`config.mk`:
```
export PLATFORM = sky130hd
export DESIGN_NAME = ssd_display_driver
export DESIGN_NICKNAME = d
export VERILOG_FILES = /design/src/rtl/ssd_display_driver.sv
export SDC_FILE = /design/constraint.sdc
export NUM_CORES = 1
export LEC_CHECK = 0
export BUFFER_PORTS_ARGS = -buffer_cell sky130_fd_sc_hd__buf_2
export CORE_ASPECT_RATIO = 1.5
export CORE_MARGIN = 10
export CORE_UTILIZATION = 35
export DETAILED_ROUTE_END_ITERATION = 8
export PLACE_DENSITY_LB_ADDON = 0.1
export SLEW_MARGIN = 0
export SYNTH_ARGS = -nofsm -noshare
export SYNTH_HDL_FRONTEND = slang
export SYNTH_SLANG_ARGS = --single-unit
```
`constraint.sdc`:
```
create_clock -name clk -period 2.3 [get_ports clk]
set_input_delay 0.345 -clock clk [delete_from_list [all_inputs] [get_ports clk]]
set_output_delay 0.345 -clock clk [all_outputs]
set_load 0.02 [all_outputs]
```
`src/rtl/ssd_display_driver.sv`:
```
// Binary-to-BCD (sequential double-dabble) converter feeding a scanned 4-digit
// common-anode seven-segment display.
module ssd_display_driver #(
    parameter int unsigned REFRESH_BITS = 18,
    parameter bit          BLANK_LZ     = 1'b1
) (
    input  logic        clk,
    input  logic        reset,
    input  logic [12:0] value,
    output logic [15:0] bcd,
    output logic        busy,
    output logic [3:0]  anode,
    output logic [6:0]  seg,
    output logic        dp
);

    typedef enum logic {S_IDLE, S_CONV} state_t;

    state_t                  r_state;
    state_t                  w_next;
    logic [15:0]             r_acc;
    logic [15:0]             r_bcd;
    logic [12:0]             r_bin;
    logic [12:0]             r_latch;
    logic [12:0]             r_shown;
    logic [3:0]              r_iter;
    logic [REFRESH_BITS-1:0] r_cnt;
    logic [3:0]              r_anode;
    logic [6:0]              r_seg;

    logic        w_start;
    logic        w_done;
    logic        w_busy;
    logic [15:0] w_adj;
    logic [1:0]  w_idx;
    logic [3:0]  w_digit;
    logic        w_blank;

    function automatic logic [6:0] seg_of(input logic [3:0] d);
        case (d)
            4'd0:    seg_of = 7'b1000000;
            4'd1:    seg_of = 7'b1111001;
            4'd2:    seg_of = 7'b0100100;
            4'd3:    seg_of = 7'b0110000;
            4'd4:    seg_of = 7'b0011001;
            4'd5:    seg_of = 7'b0010010;
            4'd6:    seg_of = 7'b0000010;
            4'd7:    seg_of = 7'b1111000;
            4'd8:    seg_of = 7'b0000000;
            4'd9:    seg_of = 7'b0010000;
            default: seg_of = 7'h7F;
        endcase
    endfunction

    // FSM state register
    always_ff @(posedge clk) begin
        if (reset) r_state <= S_IDLE;
        else       r_state <= w_next;
    end

    // FSM next-state logic
    always_comb begin
        w_next = r_state;
        case (r_state)
            S_IDLE:  if (value != r_shown) w_next = S_CONV;
            S_CONV:  if (r_iter == 4'd13)  w_next = S_IDLE;
            default: w_next = S_IDLE;
        endcase
    end

    // FSM outputs; iter 0..12 are the 13 shift cycles, iter 13 commits the result
    always_comb begin
        w_start = (r_state == S_IDLE) && (value != r_shown);
        w_done  = (r_state == S_CONV) && (r_iter == 4'd13);
        w_busy  = (r_state == S_CONV);
    end

    always_comb begin
        w_adj = r_acc;
        for (int unsigned i = 0; i < 4; i++) begin
            if (r_acc[i*4 +: 4] >= 4'd5) w_adj[i*4 +: 4] = r_acc[i*4 +: 4] + 4'd3;
        end
    end

    always_ff @(posedge clk) begin
        if (reset) begin
            r_acc   <= '0;
            r_bin   <= '0;
            r_latch <= '0;
            r_shown <= '0;
            r_bcd   <= '0;
            r_iter  <= '0;
        end else if (w_start) begin
            r_bin   <= value;
            r_latch <= value;
            r_acc   <= '0;
            r_iter  <= '0;
        end else if (w_done) begin
            r_bcd   <= r_acc;
            r_shown <= r_latch;
        end else if (w_busy) begin
            r_acc  <= {w_adj[14:0], r_bin[12]};
            r_bin  <= {r_bin[11:0], 1'b0};
            r_iter <= r_iter + 4'd1;
        end
    end

    always_comb begin
        w_idx = r_cnt[REFRESH_BITS-1 -: 2];
        case (w_idx)
            2'd0:    w_digit = r_bcd[3:0];
            2'd1:    w_digit = r_bcd[7:4];
            2'd2:    w_digit = r_bcd[11:8];
            default: w_digit = r_bcd[15:12];
        endcase
        // a digit is a leading zero only if it and every higher digit are zero
        case (w_idx)
            2'd0:    w_blank = 1'b0;
            2'd1:    w_blank = BLANK_LZ && (r_bcd[15:4] == 12'd0);
            2'd2:    w_blank = BLANK_LZ && (r_bcd[15:8] == 8'd0);
            default: w_blank = BLANK_LZ && (r_bcd[15:12] == 4'd0);
        endcase
    end

    always_ff @(posedge clk) begin
        if (reset) begin
            r_cnt   <= '0;
            r_anode <= 4'b1111;
            r_seg   <= 7'h7F;
        end else begin
            r_cnt <= r_cnt + 1'b1;
            if (w_blank) begin
                r_anode <= 4'b1111;
                r_seg   <= 7'h7F;
            end else begin
                r_anode <= ~(4'b0001 << w_idx);
                r_seg   <= seg_of(w_digit);
            end
        end
    end

    assign bcd   = r_bcd;
    assign busy  = w_busy;
    assign anode = r_anode;
    assign seg   = r_seg;
    assign dp    = 1'b1;

endmodule

```
[Yosys cells after proc, flatten, opt, wreduce, memory -nomap -nowiden]
Memories as Yosys holds them, arrays and structs flattened. A register that Yosys moved wholly into a read port is not among the register bits.
Index checks and enable logic that the tools add are counted.
Word-level totals
  memories: 1
  flip-flop bits (word level): 98
  logic and storage cells: 54
  ROM bits: 112
  input port bits: 15
  output and inout bits: 29
Memories
  (name not given): depth 16, width 7, read ports 1, clocked after Yosys merged registers in 1, write ports 0, line 40  | case (d)
Cells by class
  equality and inequality tests: 5
  $lt $le $gt $ge: 4
  bitwise gates (word level): 4
  mux-type cells: 12
  shifts and indexed selects: 1
  add/sub/neg operators: 6
  reductions and logical operators: 12
Operators with widths (number)
  $mux W13: 3
  $add A18 B1 Y18 const B: 1
  $ge A4 B3 Y1 const B: 4
  $ne A13 B13 Y1: 1
  $add A4 B2 Y4 const B: 3
  $logic_not A12 Y1: 1
  $mux W4: 3
  $pmux W4 S3: 1
  $logic_not A8 Y1: 1
  $reduce_and A2 Y1: 3
  $add A4 B1 Y4 const B: 1
  $eq A4 B4 Y1 const B: 1
  $logic_not A4 Y1: 1
  $not A4 Y4: 1
  $reduce_or A2 Y1: 2
  $shl A1 B2 Y4 const A: 1
  $add A3 B2 Y3 const B: 1
  $mux W3: 1
  $not A1 Y1: 3
  $pmux W1 S3: 1
  $eq A2 B1 Y1 const B: 1
  $eq A2 B2 Y1 const B: 1
  $logic_and A1 B1 Y1: 2
  $logic_not A2 Y1: 1
  other kinds (4): 5

[Longest topological paths before layout]
Gate-level depths: netlist of the first run.
  depth after elaboration: 4
  mapped depth: 8
  gate-level depth less buffers: 7

[Least setup slack after synthesis of the first run]
OpenSTA, ideal clock, no wires.
  path type: reg2reg
  from: reg r_cnt[16]
  to: reg r_seg[3], in the netlist seg[3]
  data required time: 2.142 ns
  data arrival time: 1.712 ns
  clock period less this slack: 1.869 ns
  setup slack: 0.431 ns
  cell stages (with the launch flop): 7
  library setup time: 0.158 ns
  path buffers: 1
  cell sequence: dfxtp_1 -> buf_2 -> mux4_2 -> inv_1 -> ha_1 -> o21ai_0 -> o2111ai_1
Between the ends
  cells in the longest elaborated chain, start to end: 3
  elaborated cells on any way between the ends: 6
  those cells by class: 2 x eq/ne; 2 x mux; 2 x reduce/logical
Ends and longest elaborated chain
  start: declaration: line 27  | logic [REFRESH_BITS-1:0] r_cnt;
  start signal: assignment: line 131  | r_cnt <= r_cnt + 1'b1;
  $eq A2 B2 Y1, or another cell as far along: line 110, 117
  $pmux W1 S3: line 117  | case (w_idx)
  $reduce_or A2 Y1 (no line)
  end: declaration: line 29  | logic [6:0] r_seg;
Parallel ways exist; a longest one is shown, timed or not.
A chain may end at the register's enable or synchronous reset.

[Worst setup path in the final report of the first run]
Ends and elaborated chain as after synthesis.

==> results.toml, run 1 <==
[status]
status = "finished clean"

[sta]
hold_viol = 0
tns_ps = 0
worst_slew_pin_slew_ps = 553
setup_violations = 0
max_freq_ghz = 0.531
grt_setup_unrepaired = "no"
drv_slew = 0
finalCritPeriodShare_pct = 81.8
period_needed_ps = 1880
skew_ps = 9.36
relSlewSlack_pct = 63.0

[logic_synthesis]
synth_ff_type = "dfxtp_1"
synth-edff-count = 0
synthAdderAreaFrac_pct = 3.87
yosysSeqAreaShare_pct = 46.4
synth-simple-area-share_pct = 21.5
synthCells = 515
synth_top_area_cell = "dfxtp_1"
synth_nets = 544
synth_top_family_by_area = "simple AND/OR/NAND/NOR gates"
yosys.area.top_type_share_pct = 46.4
synth-xor-area-share_pct = 7.74
synthMuxAreaShare_pct = 4.86
synth_warnings = 0
synth-seq-cells = 105
syn_area_um2 = 4530
synth_area_per_cell_um2 = 8.79
synth_compound_area_share_pct = 11.9
ys_top_cells_by_area = "dfxtp_1 (46%), nand2_1 (7.0%), xor2_1 (6.0%), a21oi_1 (5.7%), nor2_1 (4.4%)"
ys_types = 38
async_flop_share_pct = 0

[global_routing]
busiest_layer = "met2"
grt_max_degree = 45
grt_pass1_wl_mm = 17.6
grtUsageMet2_pct = 19.6
groute.usage.overall_pct = 11.5
use_met1_pct = 13.4
grt_pass1_vias = 3641
gr-total-overflow = 0
antenna_found_initial = 0
use_met3_pct = 3.65

[power_and_ir_drop]
power_leakage_nw = 2.11
vdd_ir_drop_max_v = 0.000412
p_per_area_nw_per_um2 = 710

[place]
hpwl_mm = 7.43
gp_congestion = 0.766
port_buffers = 42

[worst_setup_path]
startpoint_type = "flop"
worstReg2RegStart = "r_cnt[16]"
ff2ff_path_depth = 5
timing.rr.end = "seg[3]"
worstPathRequired_ps = 2520
worstSetupEndpoint = "seg[3]"
max_stage_delay_ps = 610
cp-end-kind = "flop"
slowest_stage = "mux4_2"
crit_start = "r_cnt[16]"
r2r_slack_ps = 420
cp.arrival_ps = 2100
crit_path_cell_trace = "mux4_2 -> inv_1 -> ha_1 -> o21ai_0 -> o2111ai_1"
setup.worst_path.class = "flop to flop"
cp_max_fo = 6

[drt]
drtIter0Drc = 126
drc = 0
postRouteAntennaNets = 0
wl_per_cell_um = 14.2
vias = 3555
vias_per_cell = 4.95
first_pass_iters = 4
drt_wl_total_mm = 10.2

[cts]
htree_levels = 3
root_buffer = "clkbuf_16"
clk_pin_slew_ps = 70
post_cts_buffers = 0
clock_path_buffers = 2
ctsResizeCount = 0
cts_tree = "done"
clock_sinks = 105
cts_hold_buf = 0
clock_latency_ps = 340
numCtsBuffers = 9

[floorplanning]
fp-row-count = 50
die_w_um = 113
die_area_um2 = 18000
fp.coreArea_um2 = 12600
start_util_pct = 36.0
num_io_pins = 44
die_h_um = 159

[finish]
area_growth_pct = 16.2
diodes = 0
nNetsFinal = 586
utilization_pct = 41.8
fillers = 1274
drive_gt1_share_pct = 14.6
multiInputGateArea_um2 = 2260
final_common_cell = "dfxtp_1"
layout_common_cells = "dfxtp_1 (105), nand2_1 (85), nor2_1 (52), a21oi_1 (52), buf_2 (42)"
regArea_um2 = 2100

[run]
cap_violations = 0

[hold_path]
min_path_type = "input port to flop"
[power breakdown]
part           switching [mW]  internal [mW]  total (mW)  leakage (nW)
Combinational           0.127         0.0853       0.212          1.11
Clock                   0.675          0.954        1.63         0.146
Sequential             0.0309           1.86        1.89         0.855
[metrics by stage]
step | total power, mW | worst slack, ps | instance area, um^2 | std cells | hold WS, ps
global route | 3.88 | 264 | 5260 | 718 | 278
floorplan | 2.07 | 431 | 4530 | 515 | 431
detailed placement | 2.15 | 301 | 4950 | 702 | 446
global placement | 2.15 | 355 | 4950 | 702 | 441
finish | 3.74 | 418 | 5260 | 718 | 283
CTS | 3.79 | 410 | 5260 | 718 | 274
[cell type report]
type	instances	share of cell area, %
repair buffers	59	6.42
clock buffers	11	4.42
multi-input cells	368	43.0
flip-flops and latches	105	40.0
inverters	14	0.999
well taps	156	3.71
clock inverters	5	1.52
[cell families (layout without fill, tap and decap cells)]
family	after synthesis	in the layout
buffers and inverters	42	89
AO/OA/AOI/OAI	87	87
other	1	1
adder cells (fa/ha/maj)	14	14
AND/OR/NAND/NOR	209	209
multiplexers	17	17
flip-flops	105	105
XOR/XNOR	40	40
[per-layer routing]
layer | up-vias | part of all wire, % | wire, um
met3 | 10 | 5.3 | 538
met2 | 60 | 49 | 4940
met4 | 0 | 1.2 | 123
met1 | 1665 | 45 | 4560
li1 | 1820 | - | -
met5 | - | 0 | 0
[flip-flops by register name (all words and copies together), names as in the netlist]
name,cells
r_bin,13
busy,1
r_latch,13
r_acc,16
r_cnt,18
r_shown,13
bcd,16
r_iter,4
seg,7
anode,4
[worst min-delay path by stage]
stage	startpoint	end	slack [ps]	cells past startpoint
2_1_floorplan	r_latch[10]	r_shown[10]	430	2
3_3_place_gp	r_latch[9]	r_shown[9]	440	2
3_5_place_dp	r_latch[8]	r_shown[8]	450	2
4_1_cts	value[8]	r_latch[8]	270	3
5_1_grt	value[10]	r_latch[10]	280	3
6_report	value[8]	r_latch[8]	280	3
[critical path: cells and delay by family (launching register included)]
kind	cells	cell delay [ps]
DFF	1	500
muxes	1	610
buffers and inverters	1	110
AOI/OAI and AO/OA	2	300
adders and majority gates	1	240
[synth_stat cells, types with 6 or more instances]
cell      number
and3_1        15
ha_1          14
xnor2_1        9
xor2_1        31
nand4_1        6
nand3_1       16
nand2b_1       6
a221o_1       11
inv_1         14
clkbuf_1      18
nor2_1        53
nor3_1         7
dfxtp_1      105
mux2i_1       13
o21ai_0       14
nand2_1       85
a21oi_1       52
(Power assumes the default switching activity.)
==> inputs of run 2 (changes only) <==
- clock period: 2.3 -> 1.6 ns (I/O delays scaled with it)
==> results.toml, run 2 (synthesis results as in run 1) <==
[worst_setup_path]
worstPathRequired_ps = 1860
timing.rr.end = "r_iter[1]"
worstReg2RegStart = "r_shown[0]"
cp-end-kind = "flop"
ff2ff_path_depth = 6
crit_path_cell_trace = "xor2_2 -> nor4_4 -> buf_4 -> a41oi_4 -> or2_4 -> a211oi_4"
startpoint_type = "flop"
max_stage_delay_ps = 370
slowest_stage = "or2_4"
setup.worst_path.class = "flop to flop"
cp_max_fo = 5
cp.arrival_ps = 2010
r2r_slack_ps = -150

[status]
violations = "negative setup slack"
status = "complete, but fails checks"

[place]
place_inst = 748
port_buffers = 42
gp_congestion = 0.760
hpwl_mm = 7.99

[global_routing]
busiest_layer = "met2"
grt_pass1_wl_mm = 18.2
antenna_found_initial = 0
use_met1_pct = 13.1
groute.usage.overall_pct = 12.1
gr-total-overflow = 0
grt_max_degree = 46
use_met3_pct = 2.79
grt_pass1_vias = 3745
grtUsageMet2_pct = 21.6

[cts]
root_buffer = "clkbuf_16"
cts_tree = "done"
clock_path_buffers = 2
clk_pin_slew_ps = 70
clock_latency_ps = 340
cts_hold_buf = 0
numCtsBuffers = 9
htree_levels = 3
clock_sinks = 105

[drt]
drtIter0Drc = 54
vias = 3785
drt_wl_total_mm = 11.0
postRouteAntennaNets = 0
vias_per_cell = 4.90
first_pass_iters = 4
drc = 0
wl_per_cell_um = 14.2

[sta]
worst_slew_pin_slew_ps = 655
relSlewSlack_pct = 56.2
max_freq_ghz = 0.570
tns_ps = -4500
setup_ws_ps = -154
period_needed_ps = 1750
grt_setup_unrepaired = "yes"
setup_violations = 54
drv_slew = 0
finalCritPeriodShare_pct = 110
hold_viol = 0
skew_ps = 7.89
whs_ps = 227

[power_and_ir_drop]
vdd_ir_drop_max_v = 0.000479
p_per_area_nw_per_um2 = 913
power_leakage_nw = 2.44
power_mw = 5.48

[hold_path]
min_to = "r_bin[0]"
min_path_type = "input port to flop"
hold_depth = 3
min_from = "value[0]"

[finish]
regMostFlops = "r_cnt"
nNetsFinal = 640
largest_reg_flops = 18
drive_gt1_share_pct = 30.7
layout_common_cells = "dfxtp_1 (96), nand2_1 (85), buf_4 (59)"
diodes = 0
final_cells = 772
final_common_cell = "dfxtp_1"
area_growth_pct = 32.4

[floorplanning]
die_w_um = 113
start_util_pct = 36.0
fp-row-count = 50
die_h_um = 159
num_io_pins = 44
die_area_um2 = 18000
fp.coreArea_um2 = 12600

[run]
cap_violations = 0
-- run 2: cell count changes in the layout (fill, tap and decap cells not counted), sizes merged --
cell      before  now
or2            2    4
buf           59  110
clkinvlp       2    1
clkbuf        11   13
-- run 2: how the worst max path moves through the flow --
stage | endpoint | startpoint | slack, ps | depth (start not counted)
after floorplan | seg[3] | r_cnt[16] | -70 | 6
final | r_iter[1] | r_shown[0] | -150 | 6
after CTS | r_iter[1] | r_shown[11] | -140 | 7
after global routing | r_iter[1] | r_shown[0] | -220 | 6
after detailed placement | r_bin[5] | value[12] | -220 | 8
after global placement | r_bin[2] | value[12] | -190 | 8
-- run 2: repair_timing --
action                     4_1_cts  5_1_grt
setup buffers                    4        1
hold endpoints to repair         0        0
pin swaps                        9       19
resized for setup               22       41
cloned                           1        3
setup endpoints to repair       56       55
-- run 2: where the power goes --
group          switching (mW)  internal [mW]  total (mW)
clock                   0.940           1.42        2.36
sequential             0.0358           2.68        2.71
combinational           0.225          0.180       0.405
total                    1.20           4.27        5.48
-- run 2: worst max-delay path, delay by kind of cell, from the launching register on --
kind / cells / cell delay [ps]
and+or+nand+nor: 2 / 650
buffers and inverters: 1 / 170
xor gates and xnor gates: 1 / 180
AOI/OAI and AO/OA: 2 / 340
DFF: 1 / 340
-- run 2: final cells by class --
cell class | count | area [um^2]
Multi-Input combinational cell | 370 | 2520
Sequential cell | 105 | 2120
Clock buffer | 12 | 246
Clock inverter | 4 | 76.3
Tap cell | 156 | 195
Fill cell | 1201 | 6580
Timing Repair Buffer | 111 | 788
Inverter | 14 | 52.6
-- run 2: per-stage QoR --
stage	util (%)	worst slack (ps)	cell area, um^2
CTS	46.1	-143	5800
detailed placement	42.7	-220	5360
finish	47.7	-154	6000
floorplan	-	-66.7	4620
global route	47.7	-219	6000
global placement	42.7	-195	5360
-- run 2: per-layer routing --
layer / wire length, um / up-vias
li1: - / 1928
met1: 4530 / 1792
met2: 5760 / 53
met3: 459 / 12
met4: 205 / 0
met5: 0 / -
==> inputs of run 3 (changes only) <==
- RECOVER_POWER: not set -> 100
==> results.toml, run 3 (synthesis results as in run 1) <==
[cts]
cts_tree = "done"
cts_hold_buf = 0
clock_path_buffers = 2
htree_levels = 3
clock_latency_ps = 340
clock_sinks = 105
root_buffer = "clkbuf_16"
clk_pin_slew_ps = 70
numCtsBuffers = 9

[finish]
diodes = 0
regArea_um2 = 2120
final_common_cell = "dfxtp_1"
nNetsFinal = 640
regMostFlops = "r_cnt"
layout_common_cells = "dfxtp_1 (96), nand2_1 (85), buf_4 (53)"
drive_gt1_share_pct = 25.3
area_growth_pct = 31.1
largest_reg_flops = 18
multiInputGateArea_um2 = 2510
fillers = 1225

[floorplanning]
start_util_pct = 36.0
fp.coreArea_um2 = 12600
num_io_pins = 44
fp-row-count = 50
die_area_um2 = 18000
die_w_um = 113
die_h_um = 159

[power_and_ir_drop]
power_mw = 5.47
p_per_area_nw_per_um2 = 921
vdd_ir_drop_max_v = 0.000476
power_leakage_nw = 2.33

[hold_path]
min_from = "value[0]"
min_path_type = "input port to flop"

[worst_setup_path]
worstReg2RegStart = "r_shown[10]"
cp.arrival_ps = 1960
crit_start = "r_shown[10]"
setup.worst_path.class = "flop to flop"
crit_path_cell_trace = "xor2_2 -> nor4_4 -> buf_4 -> a41oi_4 -> clkbuf_16 -> mux2i_1 -> nor2_1"
cp-end-kind = "flop"
worstPathRequired_ps = 1810
max_stage_delay_ps = 380
r2r_slack_ps = -150
startpoint_type = "flop"
cp_max_fo = 8
slowest_stage = "a41oi_4"

[sta]
skew_ps = 7.32
setup_violations = 54
setup_ws_ps = -147
grt_setup_unrepaired = "yes"
drv_slew = 0
period_needed_ps = 1750
finalCritPeriodShare_pct = 109
hold_viol = 0
max_freq_ghz = 0.573
worst_slew_pin_slew_ps = 663
relSlewSlack_pct = 55.6

[global_routing]
antenna_found_initial = 0
grt_pass1_wl_mm = 18.2
grt_pass1_vias = 3745
gr-total-overflow = 0
groute.usage.overall_pct = 12.1
grt_max_degree = 46

[status]
violations = "negative setup slack"
status = "complete, but fails checks"

[drt]
vias = 3792
wl_per_cell_um = 14.2
first_pass_iters = 4
postRouteAntennaNets = 0
drc = 0
drtIter0Drc = 51
vias_per_cell = 4.91
drt_wl_total_mm = 11.0

[place]
gp_congestion = 0.760
place_ws_ps = -220
port_buffers = 42
hpwl_mm = 7.99

[run]
cap_violations = 0
run 3: cell types whose count changed in the layout (fill, tap and decap cells not counted), sizes merged:
| cell | previous run | this run |
|---|---|---|
| clkbuf | 13 | 45 |
| buf | 110 | 78 |
run 3: report_power, final:
part	internal [mW]	switching, mW	leakage (nW)
clock network	1.42	0.937	0.153
registers	2.68	0.0360	0.861
logic	0.175	0.225	1.32
run 3: what timing repair did:
action | CTS | global route
pin swaps | 9 | 19
gates cloned | 1 | 3
setup endpoints to repair | 56 | 55
buffers inserted | 4 | 1
gates resized for setup | 22 | 41
run 3: path summary, 6_finish.rpt:
check        cells past startpoint     endpoint
min reg2reg                      2  r_shown[12]
min                              3     r_bin[0]
max reg2reg                      7   r_latch[7]
max                              7   r_latch[7]
run 3: per-layer routing:
metal | share of wire [%] | vias to the layer above | routed length, um | GRT usage (%)
li1 | - | 1931 | - | -
met1 | 42 | 1798 | 4650 | 13.1
met2 | 52 | 51 | 5750 | 21.6
met3 | 3.8 | 12 | 422 | 2.79
met4 | 1.7 | 0 | 184 | 4.86
met5 | 0 | - | 0 | 0
run 3: cell type report:
| cell class | instances | area share (%) |
|---|---|---|
| Inverter | 14 | 0.885 |
| Sequential cell | 105 | 35.7 |
| Clock buffer | 12 | 4.15 |
| Tap cell | 156 | 3.29 |
| Clock inverter | 4 | 1.29 |
| Timing Repair Buffer | 111 | 12.3 |
| Multi-Input combinational cell | 370 | 42.4 |
run 3: per-stage QoR:
step / util, % / cells / hold WS, ps / setup TNS [ps] / area [um^2]
floorplan: - / 515 / 387 / -639 / 4620
global placement: 42.7 / 748 / 433 / -7890 / 5360
detailed placement: 42.7 / 748 / 439 / -8430 / 5360
CTS: 46.1 / 769 / 192 / -3860 / 5800
global route: 47.2 / 772 / 238 / -9550 / 5940
finish: 47.2 / 772 / 229 / -4280 / 5940
run 3: critical path, delay by kind of cell, from the launching register on:
kind | cells | cell delay [ps]
AO/OA/AOI/OAI | 1 | 380
XOR/XNOR | 1 | 190
buffers and inverters | 2 | 390
flip-flops | 1 | 350
multiplexers | 1 | 190
AND/OR/NAND/NOR | 2 | 130
